===== src/rtl/sec_graph_loader.sv =====
// Graph loader: writes the checksummed monitoring graph into the basic-block
// and next-hop RAMs, holding the security monitor until the graph verifies.
module sec_graph_loader #(
    parameter int ADDR_W      = 11,
    parameter int DATA_W      = 32,
    parameter int MAX_ENTRIES = 2048
) (
    input  logic              core_sp_clk,
    input  logic              reset,
    input  logic              cfg_valid,
    input  logic [DATA_W-1:0] cfg_data,
    output logic              cfg_ready,
    input  logic              cfg_abort,
    output logic [ADDR_W-1:0] mem_addr,
    output logic [DATA_W-1:0] bbr_wdata,
    output logic [DATA_W-1:0] nhr_wdata,
    output logic [3:0]        bbr_we,
    output logic [3:0]        nhr_we,
    output logic              monitor_hold,
    output logic              load_done,
    output logic              load_error,
    output logic [11:0]       entries_loaded
);

    typedef enum logic [2:0] {
        S_IDLE,
        S_BB,
        S_NH,
        S_CSUM,
        S_DONE,
        S_ERROR
    } state_e;

    localparam logic [11:0] MAX_N = 12'(MAX_ENTRIES);

    state_e            state_q, state_d;
    logic              ready_q, ready_d;
    logic              busy_q, busy_d;
    logic [ADDR_W-1:0] addr_q, addr_d;
    logic [DATA_W-1:0] bbw_q, bbw_d;
    logic [DATA_W-1:0] nhw_q, nhw_d;
    logic [3:0]        we_q, we_d;
    logic              hold_q, hold_d;
    logic              done_q, done_d;
    logic              err_q, err_d;
    logic [11:0]       ent_q, ent_d;
    logic [11:0]       idx_q, idx_d;
    logic [11:0]       n_q, n_d;
    logic [DATA_W-1:0] acc_q, acc_d;
    logic [DATA_W-1:0] bb_q, bb_d;

    logic        fire;
    logic [11:0] hdr_n;
    logic        hdr_ok;

    // Abort gates ready only while a load is in progress.
    assign cfg_ready = ready_q && !(cfg_abort && busy_q);
    assign fire      = cfg_valid && cfg_ready;
    assign hdr_n     = cfg_data[11:0];
    assign hdr_ok    = (cfg_data[31:24] == 8'hA5) && (hdr_n != 12'd0)
                       && (hdr_n <= MAX_N);

    always_comb begin
        state_d = state_q;
        addr_d  = addr_q;
        bbw_d   = bbw_q;
        nhw_d   = nhw_q;
        we_d    = 4'h0;
        hold_d  = hold_q;
        done_d  = 1'b0;
        err_d   = err_q;
        ent_d   = ent_q;
        idx_d   = idx_q;
        n_d     = n_q;
        acc_d   = acc_q;
        bb_d    = bb_q;

        unique case (state_q)
            S_IDLE: begin
                if (fire) begin
                    if (hdr_ok) begin
                        state_d = S_BB;
                        err_d   = 1'b0;
                        ent_d   = 12'd0;
                        idx_d   = 12'd0;
                        acc_d   = '0;
                        hold_d  = 1'b1;
                        n_d     = hdr_n;
                    end else begin
                        state_d = S_ERROR;
                        err_d   = 1'b1;
                        hold_d  = 1'b1;
                    end
                end
            end
            S_BB: begin
                if (cfg_abort) begin
                    state_d = S_ERROR;
                    err_d   = 1'b1;
                    hold_d  = 1'b1;
                end else if (fire) begin
                    bb_d    = cfg_data;
                    acc_d   = acc_q ^ cfg_data;
                    state_d = S_NH;
                end
            end
            S_NH: begin
                if (cfg_abort) begin
                    state_d = S_ERROR;
                    err_d   = 1'b1;
                    hold_d  = 1'b1;
                end else if (fire) begin
                    addr_d  = idx_q[ADDR_W-1:0];
                    bbw_d   = bb_q;
                    nhw_d   = cfg_data;
                    we_d    = 4'hF;
                    acc_d   = acc_q ^ cfg_data;
                    idx_d   = idx_q + 12'd1;
                    ent_d   = ent_q + 12'd1;
                    state_d = (idx_q == n_q - 12'd1) ? S_CSUM : S_BB;
                end
            end
            S_CSUM: begin
                if (cfg_abort) begin
                    state_d = S_ERROR;
                    err_d   = 1'b1;
                    hold_d  = 1'b1;
                end else if (fire) begin
                    if (cfg_data == acc_q) begin
                        state_d = S_DONE;
                        done_d  = 1'b1;
                        hold_d  = 1'b0;
                    end else begin
                        state_d = S_ERROR;
                        err_d   = 1'b1;
                    end
                end
            end
            S_DONE:  state_d = S_IDLE;
            S_ERROR: state_d = S_IDLE;
            default: state_d = S_IDLE;
        endcase

        ready_d = (state_d != S_DONE) && (state_d != S_ERROR);
        busy_d  = (state_d == S_BB) || (state_d == S_NH)
                  || (state_d == S_CSUM);
    end

    always_ff @(posedge core_sp_clk or posedge reset) begin
        if (reset) begin
            state_q <= S_IDLE;
            ready_q <= 1'b1;
            busy_q  <= 1'b0;
            addr_q  <= '0;
            bbw_q   <= '0;
            nhw_q   <= '0;
            we_q    <= 4'h0;
            hold_q  <= 1'b1;
            done_q  <= 1'b0;
            err_q   <= 1'b0;
            ent_q   <= 12'd0;
            idx_q   <= 12'd0;
            n_q     <= 12'd0;
            acc_q   <= '0;
            bb_q    <= '0;
        end else begin
            state_q <= state_d;
            ready_q <= ready_d;
            busy_q  <= busy_d;
            addr_q  <= addr_d;
            bbw_q   <= bbw_d;
            nhw_q   <= nhw_d;
            we_q    <= we_d;
            hold_q  <= hold_d;
            done_q  <= done_d;
            err_q   <= err_d;
            ent_q   <= ent_d;
            idx_q   <= idx_d;
            n_q     <= n_d;
            acc_q   <= acc_d;
            bb_q    <= bb_d;
        end
    end

    assign mem_addr       = addr_q;
    assign bbr_wdata      = bbw_q;
    assign nhr_wdata      = nhw_q;
    assign bbr_we         = we_q;
    assign nhr_we         = we_q;
    assign monitor_hold   = hold_q;
    assign load_done      = done_q;
    assign load_error     = err_q;
    assign entries_loaded = ent_q;

endmodule


===== config.mk =====
export PLATFORM = sky130hd
export DESIGN_NAME = sec_graph_loader
export DESIGN_NICKNAME = d
export VERILOG_FILES = /design/src/rtl/sec_graph_loader.sv
export SDC_FILE = /design/constraint.sdc
export NUM_CORES = 1
export LEC_CHECK = 0
export ABC_AREA = 1
export BUFFER_PORTS_ARGS = -buffer_cell sky130_fd_sc_hd__buf_2
export CAP_MARGIN = 20
export CORE_MARGIN = 1
export CORE_UTILIZATION = 34
export DETAILED_ROUTE_END_ITERATION = 16
export GPL_ROUTABILITY_DRIVEN = 0
export GPL_TIMING_DRIVEN = 0
export PLACE_DENSITY = 0.6
export SETUP_SLACK_MARGIN = 0.2
export SLEW_MARGIN = 20
export SYNTH_ARGS = -nofsm -noshare
export SYNTH_HDL_FRONTEND = slang
export SYNTH_SLANG_ARGS = --single-unit

===== constraint.sdc =====
create_clock -name core_sp_clk -period 6.8 [get_ports core_sp_clk]
set_input_delay 0.68 -clock core_sp_clk [delete_from_list [all_inputs] [get_ports core_sp_clk]]
set_output_delay 0.68 -clock core_sp_clk [all_outputs]
set_load 0.02 [all_outputs]

==> impl_metrics.ini, run 1 <==
[drt]
drc_errors = 0
first_pass_iters = 5
vias = 7333
viasPerCell = 4.68
routed_wl_um = 23400
drt-initial-drc-count = 489
ant_nets = 0
post_drt_wl_per_cell_um = 15.0

[setup_path]
cp.arrival_ns = 2.25
crit_path_end_kind = flop
worst-setup-path-type = flop to flop
crit_required_ns = 7.09
crit_family = simple AND/OR/NAND/NOR gates
cp_cell_sequence = and2_4, nand2_4, nor2_2, inv_2, nor2_4, clkbuf_1, o21ai_0
worstSetupStartpointType = flop
crit_path_max_fanout = 10
slowest_stage = dfstp_2
cp_slowest_stage_delay_ns = 0.52
critPathBufInv = 2

[timing]
tightest_slew_ns = 0.691
period_needed_ns = 1.96
slew_viol_final = 0
hold_violations = 0
fmax_ghz = 0.511
fin_skew_ns = 0.00768
totalNegativeSetupSlack_ns = 0
rsz0062_at_grt = no
slew_headroom = 0.539
setup_viol = 0
whs_ns = 0.198
post-route-period-util = 0.288
fin_ws_ns = 4.84

[placed_design]
port_buffers = 134
post-place-ws_ns = 4.39
placed_cells = 1536
place_hpwl_um = 17200

[layout]
utilization = 0.417
finalNetCount = 1264
multi_input_area_um2 = 3570
fill_cells = 2619
syn2layout_area_growth_pct = 19.1
seqCellArea_um2 = 4610
drive_gt1_frac = 0.211
mostFrequentLayoutCell = nand2_1
instances_no_fill = 1567
final_cell_mix = nand2_1 (364), dfrtp_1 (182), buf_2 (141)
n_antenna_cell = 0

[global_route]
grt_start_max_net_pins = 95
antenna_found_initial = 0
track_usage = 0.185
grt_pass1_wl_um = 38200
grt-ovfl-total = 0
grt_pass1_vias = 7072

[cts]
cts_resized = 0
clk_pin_slew_ns = 0.07
tritoncts = yes
cts_buffers = 17
htreeDepth = 4
cts.sinks = 184
postCtsSetupBuffers = 0
holdBufCountCts = 0
clock_path_buffers = 2
cts_root_buf = clkbuf_16
clock_latency_ns = 0.43

[floorplan]
fp.dieH_um = 164
floorplan.rows = 58
io_pins = 135
coreArea_um2 = 25400
start_util = 0.350
die_area_um2 = 26800
die_w_um = 164

[yosys]
syn_area_per_cell_um2 = 8.31
synthCells = 1070
syn_nets = 1109
ys_types = 42
ys_seq_elements = 184
syn_area_um2 = 8890
yosysSeqAreaShare = 0.518
yosysWarnings = 0

[min_path]
hold_class = primary input to async pin

[outcome]
outcome = finished clean

[pwr]
irDropWorstVdd_mv = 0.151
powerDensity_nw_per_um2 = 353
p_leak_nw = 5.31

[flow_run]
cap_violations = 0
[per-layer routing]
metal  vias to the layer above  wire length (µm)  track usage
li1                       3653                 -            -
met1                      3490             11700        0.270
met2                       170             10300        0.277
met3                        20              1050       0.0300
met4                         0               435       0.0606
met5                         -                 0            0
[final cells by class]
cell class	instances	area share
clock inverter	10	0.00898
clock buffer	21	0.0435
sequential	184	0.435
tap	330	0.0390
timing repair buffer	136	0.0685
buffer	48	0.0286
multi-input combinational	731	0.338
inverter	107	0.0389
[where the power goes]
part | internal, mW | total [mW] | leakage [nW] | switching (mW)
clock network | 0.524 | 0.962 | 0.270 | 0.438
logic | 0.412 | 1.15 | 2.59 | 0.736
registers | 1.44 | 1.63 | 2.45 | 0.185
total | 2.38 | 3.74 | 5.31 | 1.36
[cells by family after synthesis]
family                     count (synthesis)  share of synthesized area
adders and majority gates                  3                    0.00422
AOI/OAI and AO/OA                        164                      0.102
DFF                                      184                      0.518
and+or+nand+nor                          518                      0.251
xor gates and xnor gates                  46                     0.0453
buffers and inverters                    155                     0.0795
[through the flow]
step                      power, mW  cell area, µm²
after global placement         2.77            9970
after floorplan                2.42            8890
final                          3.74           10600
after global routing           4.00           10600
after detailed placement       2.80           10000
after CTS                      3.77           10600
[synthesized netlist by cell type]
library cell	count	share of area
nand2_1	364	0.15
dfrtp_1	182	0.51
inv_1	101	0.043
o21ai_1	87	0.049
o21ai_0	51	0.029
nor2_1	50	0.021
nand3_1	35	0.020
xnor2_1	26	0.026
o21ai_2	20	0.020
or2_1	20	0.014
xor2_1	20	0.020
buf_4	18	0.015
or2_2	18	0.013
clkbuf_1	14	0.0059
buf_2	7	0.0039
buf_6	6	0.0076
inv_2	5	0.0021
nor3_1	5	0.0028
nor4_1	5	0.0035
ha_1	3	0.0042
nand2_2	3	0.0021
nand2_4	3	0.0038
nor2_2	3	0.0021
a21oi_1	2	0.0011
a31oi_1	2	0.0014
buf_1	2	0.00084
dfstp_2	2	0.0059
nand3b_1	2	0.0017
a211oi_1	1	0.00084
a22oi_1	1	0.00084
and2_1	1	0.00070
and2_4	1	0.00099
clkbuf_2	1	0.00056
inv_4	1	0.00070
nand3_2	1	0.0011
nand3_4	1	0.0020
nand4_1	1	0.00070
nand4_2	1	0.0014
nor2_4	1	0.0013
nor2_8	1	0.0023
nor3_4	1	0.0018
nor4_2	1	0.0014
[worst paths after layout]
path | slack [ns] | from | to | depth (start not counted)
min | 0.20 | reset | entries_loaded[9]$_DFFE_PP0P_ | 2
min in group core_sp_clk | 0.47 | nhr_wdata[27]$_DFFE_PP0P_ | nhr_wdata[27]$_DFFE_PP0P_ | 2
max reg2reg | 4.84 | ready_q$_DFF_PP1_ | bb_q[18]$_DFFE_PP0P_ | 7
max in group asynchronous | 5.56 | reset | nhr_wdata[5]$_DFFE_PP0P_ | 4
min reg2reg | 0.47 | nhr_wdata[27]$_DFFE_PP0P_ | nhr_wdata[27]$_DFFE_PP0P_ | 2
max | 4.84 | ready_q$_DFF_PP1_ | bb_q[18]$_DFFE_PP0P_ | 7
[flip-flops by register name, summed over array words and instances, names as in the netlist]
name            flops
acc_q              32
bb_q               32
bbr_wdata          32
bbr_we              1
busy_q              1
entries_loaded     12
idx_q              12
load_done           1
load_error          1
mem_addr           11
monitor_hold        1
n_q                12
nhr_wdata          32
ready_q             1
state_q             3
Power figures use the tool's default switching activity.
==> inputs of run 2 (changes only) <==
ABC_AREA = 0   (was 1)
PLACE_DENSITY = 0.62   (was 0.6)
clock period = 1.7 ns   (was 6.8 ns; I/O delays follow)
==> run 2 against run 1 <==
Net effect:
- synthesized area down 5.0%
- clock power rose to 4.3 times the previous value
- power rose to 4.3 times the previous value
- sequential share of layout area down 6.6 points
- the run now ends with negative setup slack left
- global-route usage up 1.2 points
- largest cell class unchanged
- die area down 4.9%
- non-clock buffer count up 71
- critical path depth up 3
- register-to-register slack worse by 5.4 ns
==> impl_metrics.ini, run 2 <==
[setup_path]
cp.arrival_ns = 2.57
crit_required_ns = 2.02
slowest_stage = dfstp_2
crit_path_max_fanout = 8
cp_cell_sequence = buf_6, buf_6, buf_6, nand3_4, or3_4, o31ai_4, buf_6, clkbuf_16, o21ai_2, a21o_1
reg2reg_slack_ns = -0.55
worst-setup-path-type = flop to flop
cp_slowest_stage_delay_ns = 0.57
cpMostUsedCell = buf_6
crit_path_end_kind = flop
worstSetupStartpointType = flop

[cts]
cts_buffers = 17
cts.sinks = 184
cts_root_buf = clkbuf_16
clk_pin_slew_ns = 0.07
htreeDepth = 4
clock_latency_ns = 0.44
clock_path_buffers = 2
tritoncts = yes

[drt]
post_drt_wl_per_cell_um = 17.7
vias = 7035
drc_errors = 0
viasPerCell = 4.98
drt-initial-drc-count = 367
first_pass_iters = 5
ant_nets = 0
routed_wl_um = 25000

[yosys]
syn_nets = 895
synth_most_common_cell = nand2_1
syn_area_per_cell_um2 = 9.87
synthFlopType = dfrtp_1
yosysSeqAreaShare = 0.545
synth.top_cells.by_count = nand2_1 (240), dfrtp_1 (182), o21ai_0 (51)
synth_area_leader_cell = dfrtp_1
ys_types = 52
synthCells = 856
ys_seq_elements = 184
yosysTopAreaCellShare = 0.539
yosysWarnings = 0
yosys-top-cells-area = dfrtp_1 (54%), nand2_1 (11%), mux2_2 (5.7%)
async_flop_share = 1.00
syn_area_um2 = 8450
synth_edf_count = 0

[floorplan]
coreArea_um2 = 24300
fp.dieH_um = 160
start_util = 0.347
die_w_um = 160
die_area_um2 = 25500
io_pins = 135
floorplan.rows = 57

[pwr]
irDropWorstVdd_mv = 0.849
p_total_mw = 16.1
p_leak_nw = 6.18
powerDensity_nw_per_um2 = 1290

[global_route]
grt_start_max_net_pins = 34
grt_pass1_wl_um = 38900
grt_pass1_vias = 6931
antenna_found_initial = 1
track_usage = 0.197
grt-ovfl-total = 0

[timing]
hold_violations = 0
setup_viol = 183
rsz0062_at_grt = yes
slew_headroom = 0.529
whs_ns = 0.0342
post-route-period-util = 1.32
fin_ws_ns = -0.552
fin_skew_ns = 0.0110
slew_viol_final = 0
period_needed_ns = 2.25
fmax_ghz = 0.444
tightest_slew_ns = 0.707

[layout]
syn2layout_area_growth_pct = 47.9
final_cell_mix = dfrtp_1 (181), nand2_1 (146), buf_2 (135)
n_antenna_cell = 0
mostFrequentLayoutCell = dfrtp_1
utilization = 0.514
drive_gt1_frac = 0.467
finalNetCount = 1116

[outcome]
violations = negative setup slack
outcome = complete, but fails checks

[min_path]
hold_class = primary input to flop

[placed_design]
place_hpwl_um = 15900
port_buffers = 134

[flow_run]
cap_violations = 0
==> run 2: final timing paths <==
path | from | cells past startpoint | to
worst max register to register | ready_q$_DFF_PP1_ | 10 | acc_q[15]$_DFFE_PP0P_
worst min register to register | mem_addr[7]$_DFFE_PP0P_ | 2 | mem_addr[7]$_DFFE_PP0P_
worst min-delay path | cfg_data[25] | 3 | nhr_wdata[25]$_DFFE_PP0P_
min in group asynchronous | reset | 3 | nhr_wdata[24]$_DFFE_PP0P_
worst max-delay path | ready_q$_DFF_PP1_ | 10 | acc_q[15]$_DFFE_PP0P_
max in group asynchronous | reset | 6 | bbr_wdata[11]$_DFFE_PP0P_
==> run 2: critical path, delay by kind of cell (launching register included) <==
family | cells | cell delay, ns
AND/OR/NAND/NOR | 2 | 0.41
buffers and inverters | 5 | 0.69
flip-flops | 1 | 0.57
AO/OA/AOI/OAI | 3 | 0.47
==> run 2: report_power, final <==
| group | switching (mW) | internal, mW | total [mW] |
|---|---|---|---|
| logic | 2.87 | 2.26 | 5.13 |
| registers | 1.08 | 5.78 | 6.86 |
| clock network | 1.90 | 2.23 | 4.13 |
| total | 5.85 | 10.3 | 16.1 |
==> run 2: logic make-up after synthesis <==
| kind of cell | count (synthesis) | synth area share |
|---|---|---|
| XOR/XNOR | 47 | 0.0487 |
| AO/OA/AOI/OAI | 130 | 0.0994 |
| adder cells (fa/ha/maj) | 3 | 0.00444 |
| flip-flops | 184 | 0.545 |
| AND/OR/NAND/NOR | 375 | 0.205 |
| buffers and inverters | 72 | 0.0367 |
| multiplexers | 45 | 0.0597 |
==> run 2: repair_timing <==
item	in CTS	in global routing
gates resized for setup	130	183
pin swaps	29	84
cloned	17	1
endpoints found under the hold margin	22	0
hold buffers	9	0
setup endpoints to repair	185	185
buffers inserted	25	10
==> run 2: layout make-up <==
type	count	area, µm²
Buffer	53	709
Clock buffer	17	425
Clock inverter	15	178
Fill cell	2160	11800
Inverter	19	77.6
Multi-Input combinational cell	600	4510
Sequential cell	184	4610
Tap cell	324	405
Timing Repair Buffer	202	1580
==> run 2: metrics by stage <==
stage | instance area (µm²) | setup TNS [ns] | instances | setup slack [ns]
after floorplan | 8800 | -167.73 | 856 | -0.833
after global placement | 9880 | -460.33 | 1314 | -2.20
after detailed placement | 10000 | -66.45 | 1320 | -0.961
after CTS | 11800 | -40.56 | 1403 | -0.535
after global routing | 12500 | -62.23 | 1414 | -0.618
final | 12500 | -52.12 | 1414 | -0.552
==> run 2: per-layer routing <==
layer | GRT usage | share of wire | vias to the layer above
met2 | 0.327 | 0.50 | 156
met4 | 0.0406 | 0.015 | 2
met5 | 0 | 0.00032 | -
li1 | - | - | 3340
met1 | 0.265 | 0.44 | 3503
met3 | 0.0412 | 0.045 | 34
